<file path="src/rtl/div_unit.sv">
// -----------------------------------------------------------------------------
// div_unit
//
// Multi-cycle 32-bit integer divider for the DIV/DIVU instructions. Operands
// come straight from the register-file read ports (rs = dividend, rt =
// divisor). A restoring shift-subtract loop runs for 32 iterations on operand
// magnitudes, and the latched signs are applied in a final cycle. Quotient
// goes to LO and remainder goes to HI.
//
// Handshake: `start` is a request and `busy`=0 is the matching ready. A
// division is accepted on the rising edge where start=1 and busy=0. The
// operands are captured on that edge and do not have to be held afterwards.
// A start seen while busy=1 is dropped, not queued. Completion is a one-cycle
// `done` pulse. `quotient`/`remainder` are valid from that pulse and hold until
// the next completion.
//
// Ports:
//   clk          in   1   clock; all state changes on the rising edge
//   rst          in   1   synchronous, active-high reset (aborts any run)
//   start        in   1   division request, honoured only while busy=0
//   is_signed    in   1   1 = DIV (two's complement), 0 = DIVU
//   dividend     in  32   rs value
//   divisor      in  32   rt value
//   busy         out  1   division in progress (RUN or FIN)
//   done         out  1   one-cycle pulse, results just updated
//   quotient     out 32   LO result
//   remainder    out 32   HI result
//   dbg_state_o  out  2   current FSM state (IDLE=0, RUN=1, FIN=2)
// -----------------------------------------------------------------------------
module div_unit (
  input  logic        clk,
  input  logic        rst,
  input  logic        start,
  input  logic        is_signed,
  input  logic [31:0] dividend,
  input  logic [31:0] divisor,
  output logic        busy,
  output logic        done,
  output logic [31:0] quotient,
  output logic [31:0] remainder,
  output logic [1:0]  dbg_state_o
);

  typedef enum logic [1:0] {
    IDLE = 2'd0,
    RUN  = 2'd1,
    FIN  = 2'd2
  } state_e;

  state_e      state_q, state_d;
  logic [4:0]  cnt_q, cnt_d;      // iteration index 0..31
  logic [31:0] rem_q, rem_d;      // partial remainder
  logic [31:0] dvd_q, dvd_d;      // dividend bits shift out, quotient bits shift in
  logic [31:0] dvs_q, dvs_d;      // divisor magnitude
  logic        q_neg_q, q_neg_d;  // quotient must be negated at the end
  logic        r_neg_q, r_neg_d;  // remainder must be negated at the end
  logic [31:0] quot_q, quot_d;
  logic [31:0] rmd_q, rmd_d;
  logic        done_q, done_d;

  // Operand signs and magnitudes. For DIVU the operands are taken as-is.
  // |0x80000000| stays 0x80000000, which is correct when read as unsigned.
  logic        dvd_neg, dvs_neg;
  logic [31:0] dvd_abs, dvs_abs;

  assign dvd_neg = is_signed & dividend[31];
  assign dvs_neg = is_signed & divisor[31];
  assign dvd_abs = dvd_neg ? (~dividend + 32'd1) : dividend;
  assign dvs_abs = dvs_neg ? (~divisor + 32'd1) : divisor;

  // One restoring step. The shifted partial remainder is 33 bits wide. When
  // the trial subtraction succeeds, the difference is smaller than the divisor,
  // so a 32-bit subtraction already gives the exact kept value.
  logic [32:0] shifted;
  logic        keep;
  logic [31:0] diff;

  assign shifted = {rem_q, dvd_q[31]};
  assign keep    = (shifted >= {1'b0, dvs_q});
  assign diff    = shifted[31:0] - dvs_q;

  always_comb begin
    state_d = state_q;
    cnt_d   = cnt_q;
    rem_d   = rem_q;
    dvd_d   = dvd_q;
    dvs_d   = dvs_q;
    q_neg_d = q_neg_q;
    r_neg_d = r_neg_q;
    quot_d  = quot_q;
    rmd_d   = rmd_q;
    done_d  = 1'b0;

    case (state_q)
      IDLE: begin
        if (start) begin
          state_d = RUN;
          dvd_d   = dvd_abs;
          dvs_d   = dvs_abs;
          // With a zero divisor, dvs_neg is 0, so the quotient sign follows
          // the dividend. That produces q=1 for a negative dividend.
          q_neg_d = dvd_neg ^ dvs_neg;
          r_neg_d = dvd_neg;
          rem_d   = 32'd0;
          cnt_d   = 5'd0;
        end
      end

      RUN: begin
        dvd_d = {dvd_q[30:0], keep};
        rem_d = keep ? diff : shifted[31:0];
        cnt_d = cnt_q + 5'd1;
        if (cnt_q == 5'd31) begin
          state_d = FIN;
        end
      end

      FIN: begin
        quot_d  = q_neg_q ? (~dvd_q + 32'd1) : dvd_q;
        rmd_d   = r_neg_q ? (~rem_q + 32'd1) : rem_q;
        done_d  = 1'b1;
        state_d = IDLE;
      end

      default: begin
        state_d = IDLE;
      end
    endcase
  end

  always_ff @(posedge clk) begin
    if (rst) begin
      state_q <= IDLE;
      cnt_q   <= 5'd0;
      rem_q   <= 32'd0;
      dvd_q   <= 32'd0;
      dvs_q   <= 32'd0;
      q_neg_q <= 1'b0;
      r_neg_q <= 1'b0;
      quot_q  <= 32'd0;
      rmd_q   <= 32'd0;
      done_q  <= 1'b0;
    end else begin
      state_q <= state_d;
      cnt_q   <= cnt_d;
      rem_q   <= rem_d;
      dvd_q   <= dvd_d;
      dvs_q   <= dvs_d;
      q_neg_q <= q_neg_d;
      r_neg_q <= r_neg_d;
      quot_q  <= quot_d;
      rmd_q   <= rmd_d;
      done_q  <= done_d;
    end
  end

  // done is registered out of FIN, so it is high only while the FSM is back
  // in IDLE. That keeps busy and done mutually exclusive.
  assign busy        = (state_q != IDLE);
  assign done        = done_q;
  assign quotient    = quot_q;
  assign remainder   = rmd_q;
  assign dbg_state_o = state_q;

endmodule

</file>
<file path="config.mk">
export PLATFORM = sky130hd
export DESIGN_NAME = div_unit
export DESIGN_NICKNAME = d
export VERILOG_FILES = /design/src/rtl/div_unit.sv
export SDC_FILE = /design/constraint.sdc
export NUM_CORES = 1
export LEC_CHECK = 0
export ABC_AREA = 1
export CELL_PAD_IN_SITES_DETAIL_PLACEMENT = 1
export CELL_PAD_IN_SITES_GLOBAL_PLACEMENT = 2
export CORE_MARGIN = 1.5
export CORE_UTILIZATION = 29
export CTS_BUF_LIST = sky130_fd_sc_hd__clkbuf_8
export DETAILED_ROUTE_END_ITERATION = 8
export GPL_ROUTABILITY_DRIVEN = 0
export HOLD_SLACK_MARGIN = 0.02
export PLACE_DENSITY_LB_ADDON = 0.1
export SLEW_MARGIN = 15
export SYNTH_ARGS = -nofsm -noshare
export SYNTH_HDL_FRONTEND = slang
export SYNTH_SLANG_ARGS = --single-unit
</file>
<file path="constraint.sdc">
create_clock -name clk -period 2 [get_ports clk]
set_input_delay 0.2 -clock clk [delete_from_list [all_inputs] [get_ports clk]]
set_output_delay 0.2 -clock clk [all_outputs]
set_load 0.02 [all_outputs]
</file>
# Word level (Yosys, flattened, before mapping)

Index checks and enable logic that the tools add are counted.
Widths: inputs -> output; s select.

Flip-flop bits (word level): 170
Input bits: 68
Output and inout port bits: 68
Logic and storage cells: 50

Add/subtract/negate cells: 6
$lt $le $gt $ge: 1
Equality and inequality tests: 5
Multiplexer cells: 15
Bitwise operators: 7
Reductions and logical operators: 6

Operators with widths:

| kind                  | count |
|---|---|
| $mux 32               | 7 |
| $add 32x1->32 const B | 4 |
| $not 32->32           | 4 |
| $pmux 32 s2           | 2 |
| $ge 33x32->1          | 1 |
| $sub 32x32->32        | 1 |
| $pmux 5 s2            | 1 |
| $reduce_and 2->1      | 3 |
| $add 5x1->5 const B   | 1 |
| $eq 5x5->1 const B    | 1 |
| $mux 5                | 1 |
| $mux 2                | 2 |
| $ne 2x2->1 const B    | 2 |
| $pmux 2 s2            | 1 |
| $reduce_bool 2->1     | 2 |
| $and 1x1->1           | 2 |
| $eq 2x1->1 const B    | 1 |
| $eq 2x2->1 const B    | 1 |
| $logic_not 2->1       | 1 |
| $mux 1                | 1 |
| $xor 1x1->1           | 1 |

# Logic depth before layout (Yosys ltp)

Depth in word-level cells: 5
Mapped depth: 17
Depth with buffers taken out: 16

# Worst setup path before layout

OpenSTA, ideal clock, no wires.

Kind: register -> register
From: register rem_q[6]
To: register rem_q[13]
Library setup time: 0.143 ns
Arrival: 1.881 ns
Required time: 1.857 ns
Slack: -0.024 ns
Stages on the path, launching flop included: 15
Buffers on the path: 1
Clock period less this slack: 2.024 ns
Path through: dfxtp_1 -> ha_1 -> nand2_1 -> inv_1 -> a21oi_2 -> nand3_2 -> nand2_2 -> nand2_1 -> nand2_2 -> nand2_8 -> nand2_8 -> buf_12 -> nand2_4 -> nand3_2 -> a21oi_2

Longest elaborated chain between the ends: 3
Elaborated cells between the ends (all ways): 4
Classes of those cells: 1 x add/sub; 1 x order compare; 2 x mux

Ends and longest elaborated chain:

| element                                        | RTL line | source |
|---|---|---|
| start, declared                                | 52       | `logic [31:0] rem_q, rem_d;` |
| start signal, assigned                         | 146      | `rem_q <= rem_d;` |
| $sub 32x32->32 or $ge 33x32->1 (tied branches) | 80, 79   |  |
| $mux 32 *                                      | 111      | `rem_d = keep ? diff : shifted[31:0];` |
| $pmux 32 s2 *                                  | 94       | `case (state_q)` |

Every way passes the cells marked *; elsewhere a longest branch is shown, timed or not.
A chain may end at the register's enable or synchronous reset.

# Final worst setup path

From: register dvs_q[5]
To: register rem_q[10]

Longest elaborated chain between the ends: 3
Elaborated cells between the ends (all ways): 4
Classes of those cells: 1 x add/sub; 1 x order compare; 2 x mux

Ends and longest elaborated chain:

| element                                        | RTL line | source |
|---|---|---|
| start, declared                                | 54       | `logic [31:0] dvs_q, dvs_d;` |
| start signal, assigned                         | 148      | `dvs_q <= dvs_d;` |
| $sub 32x32->32 or $ge 33x32->1 (tied branches) | 80, 79   |  |
| $mux 32 *                                      | 111      |  |
| $pmux 32 s2 *                                  | 94       |  |

Marked as above.

==> impl.org <==
** Logic synthesis
- Fraction of post-synthesis cell area in the top cell type by area :: 26.6%
- Synth Area per Inst :: 6.18 µm²
- Synthesized Nets :: 2181
- In this run, synthesis inferred 0 flip-flops with an integrated enable.
- The Yosys step of the flow raised 0 warnings.
- The cell area that synthesis handed to floorplanning was 0.0128 mm².
- Synth cell types :: 48
- Synthesis inferred 170 register bits.
- Primary flip-flop cell chosen by synthesis mapping :: sky130_fd_sc_hd__dfxtp_1
- Sorting the synthesized cells by area gives the leading types as sky130_fd_sc_hd__dfxtp_1 27%, sky130_fd_sc_hd__nand2_1 16%, sky130_fd_sc_hd__inv_1 8.8%, sky130_fd_sc_hd__nor2_1 6.4%, sky130_fd_sc_hd__nand3_1 5.7%.
- Fraction of synthesis flops using an asynchronous set or reset pin :: 0%
- The share of the Yosys chip area taken by registers is 26.6%.
- Synthesis produced 2074 cells.
- Yosys top cell by area :: sky130_fd_sc_hd__dfxtp_1

** Clocking
- The clock drives 170 sinks.
- Reg clk slew, reported paths :: 0.10 ns
- Count of hold buffers inserted by post-cts repair :: 0
- The root buffer cell chosen for the clock tree is sky130_fd_sc_hd__clkbuf_8.
- In this run the deepest clock path goes through 2 buffers.
- TritonCTS built the clock tree.
- In this run, CTS created clock tree buffers numbering 17.
- Number of levels in the clock H-tree :: 4
- Skew-Pair Late Insertion Delay :: 0.51 ns

** Timing
- Unrepaired setup endpoints after global routing :: true
- Setup clock skew after layout :: 0.0144 ns
- Max Freq :: 0.465 GHz
- Once routing completed, OpenROAD measured the worst setup slack at -0.152 ns.
- Setup violations remaining at the end of the flow were counted as 33.
- Subtracting the final worst setup slack from the clock period gives 2.15 ns.
- Fin Setup TNS :: -3.45 ns
- Period utilization :: 108%
- For the pin with the worst max-slew slack, the measured transition is 0.733 ns.
- In this run the tightest slew margin relative to its limit is 51.1%.
- Number of pins exceeding their max-slew limit in the final report :: 0
- The total count of hold-check failures in the final report was 0.

** Cells and area
- Filler-free cell count of the finished design :: 3107
- Fill cells :: 5610
- Finished Core Util :: 44.7%
- 0 antenna diodes ended up in the layout.
- Synthesis-to-finish area growth :: 51.1%
- # nets final :: 2616
- In the final layout, the share of cells above drive strength 1 is 32.5%.

** Route
- Violation count after the first detailed-route iteration :: 768
- Using the TritonRoute via totals, the vias-per-cell ratio works out to 4.83.
- For this run, design rule violations remaining after detail routing come to 0.
- The final layout contains routed wiring with a total length of 56400 µm.
- Vias after detailed routing :: 15000
- Antenna-violating nets left :: 0
- TritonRoute pass-1 iters :: 6
- After detailed routing, the average wire length per cell comes to 18.1 µm.

** Floorplanning
- Ports :: 136
- Row generation in the floorplan step produced 76 rows.
- Core region area :: 0.0434 mm²
- The die is 213 µm wide.
- Once the floorplan was initialized, standard cells occupied 29.6% of the core.
- Vertical extent of the die :: 213 µm
- Die area :: 0.0455 mm²

** Setup path
- Classification of the worst setup path :: flop to flop
- CP Cell Sequence :: inv_2 > ha_4 > nand2_1 > nor2_4 > nand3_2 > nor2_4 > nand2_4 > nand2_4 > nor2_4 > nand2_8 > nand2_8 > buf_12 > nand2_4 > nand3_2 > a21oi_2
- Among all stages on the critical path, the largest delay is contributed by sky130_fd_sc_hd__dfxtp_2.
- STA classifies the critical path endpoint as a flop.
- Worst EP required :: 2.44 ns
- Data arrival time of the critical path :: 2.60 ns
- In this design, the stage delay of the slowest critical-path cell is 0.35 ns.
- Maximum fanout count along the critical path :: 8
- In this run the register-to-register setup slack is -0.15 ns.
- The worst setup path is launched from a flop.

** Place
- HPWL Detailed :: 44900 µm
- The count of buffers added on input and output ports is 135.
- Number of placed instances with taps included :: 3038

** GRT
- Global-route wire length before repair :: 86300 µm
- The number of global-route vias before repair came to 15500.
- In the global route stage, met3 resource usage came out at 2.25%.
- Fraction of met1 tracks used by global routing :: 32.5%
- In this run the most used layer during global routing was met2.
- Global routing usage summed across all routing layers :: 25.0%
- Number of antenna violations at the first check in global routing :: 1
- GR Layer Usage met2 :: 42.5%
- Entering global routing, the biggest net connects 90 pins.
- After global routing the overflow that remains totals 0.

** Pwr
- The worst-case IR drop observed on VDD is 431 µV.
- Total power for the finished layout comes to 9580 µW.
- Power per standard cell area :: 495 mW/mm²
- Standby leakage power :: 0.00901 µW

** Worst hold path
- The min-delay analysis places its worst path in the category primary input to flop.

** Flow run
- Max-cap violations :: 0

** Status
- The run finished, with violations left.
- The checks that failed: negative setup slack.
-- cells by family after synthesis --
logic type,synth area share [%]
flip-flops,26.6
AO/OA/AOI/OAI,15.8
adder cells (fa/ha/maj),3.87
XOR/XNOR,4.24
AND/OR/NAND/NOR,37.8
buffers and inverters,11.8
-- final timing paths --
path	startpoint	to	cells after the start
worst max-delay path	dvs_q[5]	rem_q[10]	15
worst min register to register	cnt_q[4]	cnt_q[4]	2
worst min-delay path	rst	r_neg_q	2
worst max register to register	dvs_q[5]	rem_q[10]	15
-- stage by stage --
step	hold slack, ns	worst slack, ns	cell area [µm²]
finish	0.105	-0.152	19400
global route	0.114	-0.222	19400
CTS	0.0696	-0.121	18800
detailed placement	0.470	-0.393	17100
global placement	0.454	-0.351	17100
floorplan	0.355	0.00622	12800
-- placed cells by master (no fill, tap or decap), drive strengths merged, types with 2 or more instances in the layout --
master,instances
o21ai,114
nand3,171
a21oi,152
nor3,37
a221oi,2
xor2,47
ha,38
nand2,575
clkdlybuf4s50,134
o221ai,16
nand3b,10
a31oi,17
o211ai,14
nor2,231
nand4,25
nor4,9
and2,3
clkbuf,20
clkinv,6
inv,318
dfxtp,170
xnor2,15
o21bai,7
buf,356
or2,6
a22oi,19
-- routing by layer --
layer,share of wire (%),wire (µm)
met4,3.7,2080
met1,47,26300
met3,2.4,1360
met5,0,0
met2,47,26700
-- critical path, delay by kind of cell (launching register included) --
| family | cells | cell delay [ns] |
|---|---|---|
| simple gates | 11 | 1.03 |
| buf+inv | 2 | 0.25 |
| flops | 1 | 0.35 |
| compound gates | 1 | 0.15 |
| fa+ha+maj | 1 | 0.29 |
-- report_power, final --
part	total [µW]	internal [µW]	leakage, µW	switching, µW
Combinational	3400	1450	0.00740	1950
Clock	2560	1100	0.000203	1460
Sequential	3620	3500	0.00141	123
Total	9580	6040	0.00901	3540
-- sequential cells by signal, indices dropped and copies added (netlist names) --
register / flops
dvs_q: 32
q_neg_q: 1
done: 1
quotient: 32
dbg_state_o: 2
cnt_q: 5
dvd_q: 32
remainder: 32
rem_q: 32
r_neg_q: 1
-- what timing repair did --
action                                  4_1_cts  5_1_grt
gates resized for setup                     286      143
endpoints found under the hold margin         0        0
pin swaps                                    77       68
buffers inserted                             27        9
cloned                                        1        0
endpoints found under the setup margin       50       62
-- area by class of cell --
type	count	area, µm²	area share (%)
multi-input combinational	1516	9290	48.0
timing repair buffer	490	4250	21.9
sequential	170	3500	18.1
inverter	314	1210	6.24
tap	585	732	3.78
clock buffer	20	275	1.42
clock inverter	12	111	0.575
-- cell usage after synthesis, types with 14 or more instances --
library cell	count
sky130_fd_sc_hd__nand2_1	543
sky130_fd_sc_hd__inv_1	301
sky130_fd_sc_hd__nor2_1	220
sky130_fd_sc_hd__dfxtp_1	170
sky130_fd_sc_hd__nand3_1	147
sky130_fd_sc_hd__a21oi_1	129
sky130_fd_sc_hd__o21ai_0	107
sky130_fd_sc_hd__clkbuf_1	58
sky130_fd_sc_hd__xor2_1	47
sky130_fd_sc_hd__ha_1	38
sky130_fd_sc_hd__nor3_1	33
sky130_fd_sc_hd__nand4_1	25
sky130_fd_sc_hd__a21oi_2	23
sky130_fd_sc_hd__nand3_2	23
sky130_fd_sc_hd__nand2_4	22
sky130_fd_sc_hd__a22oi_1	19
sky130_fd_sc_hd__a31oi_1	17
sky130_fd_sc_hd__o221ai_1	16
sky130_fd_sc_hd__xnor2_1	15
sky130_fd_sc_hd__o211ai_1	14
Power figures use the tool's default switching activity.
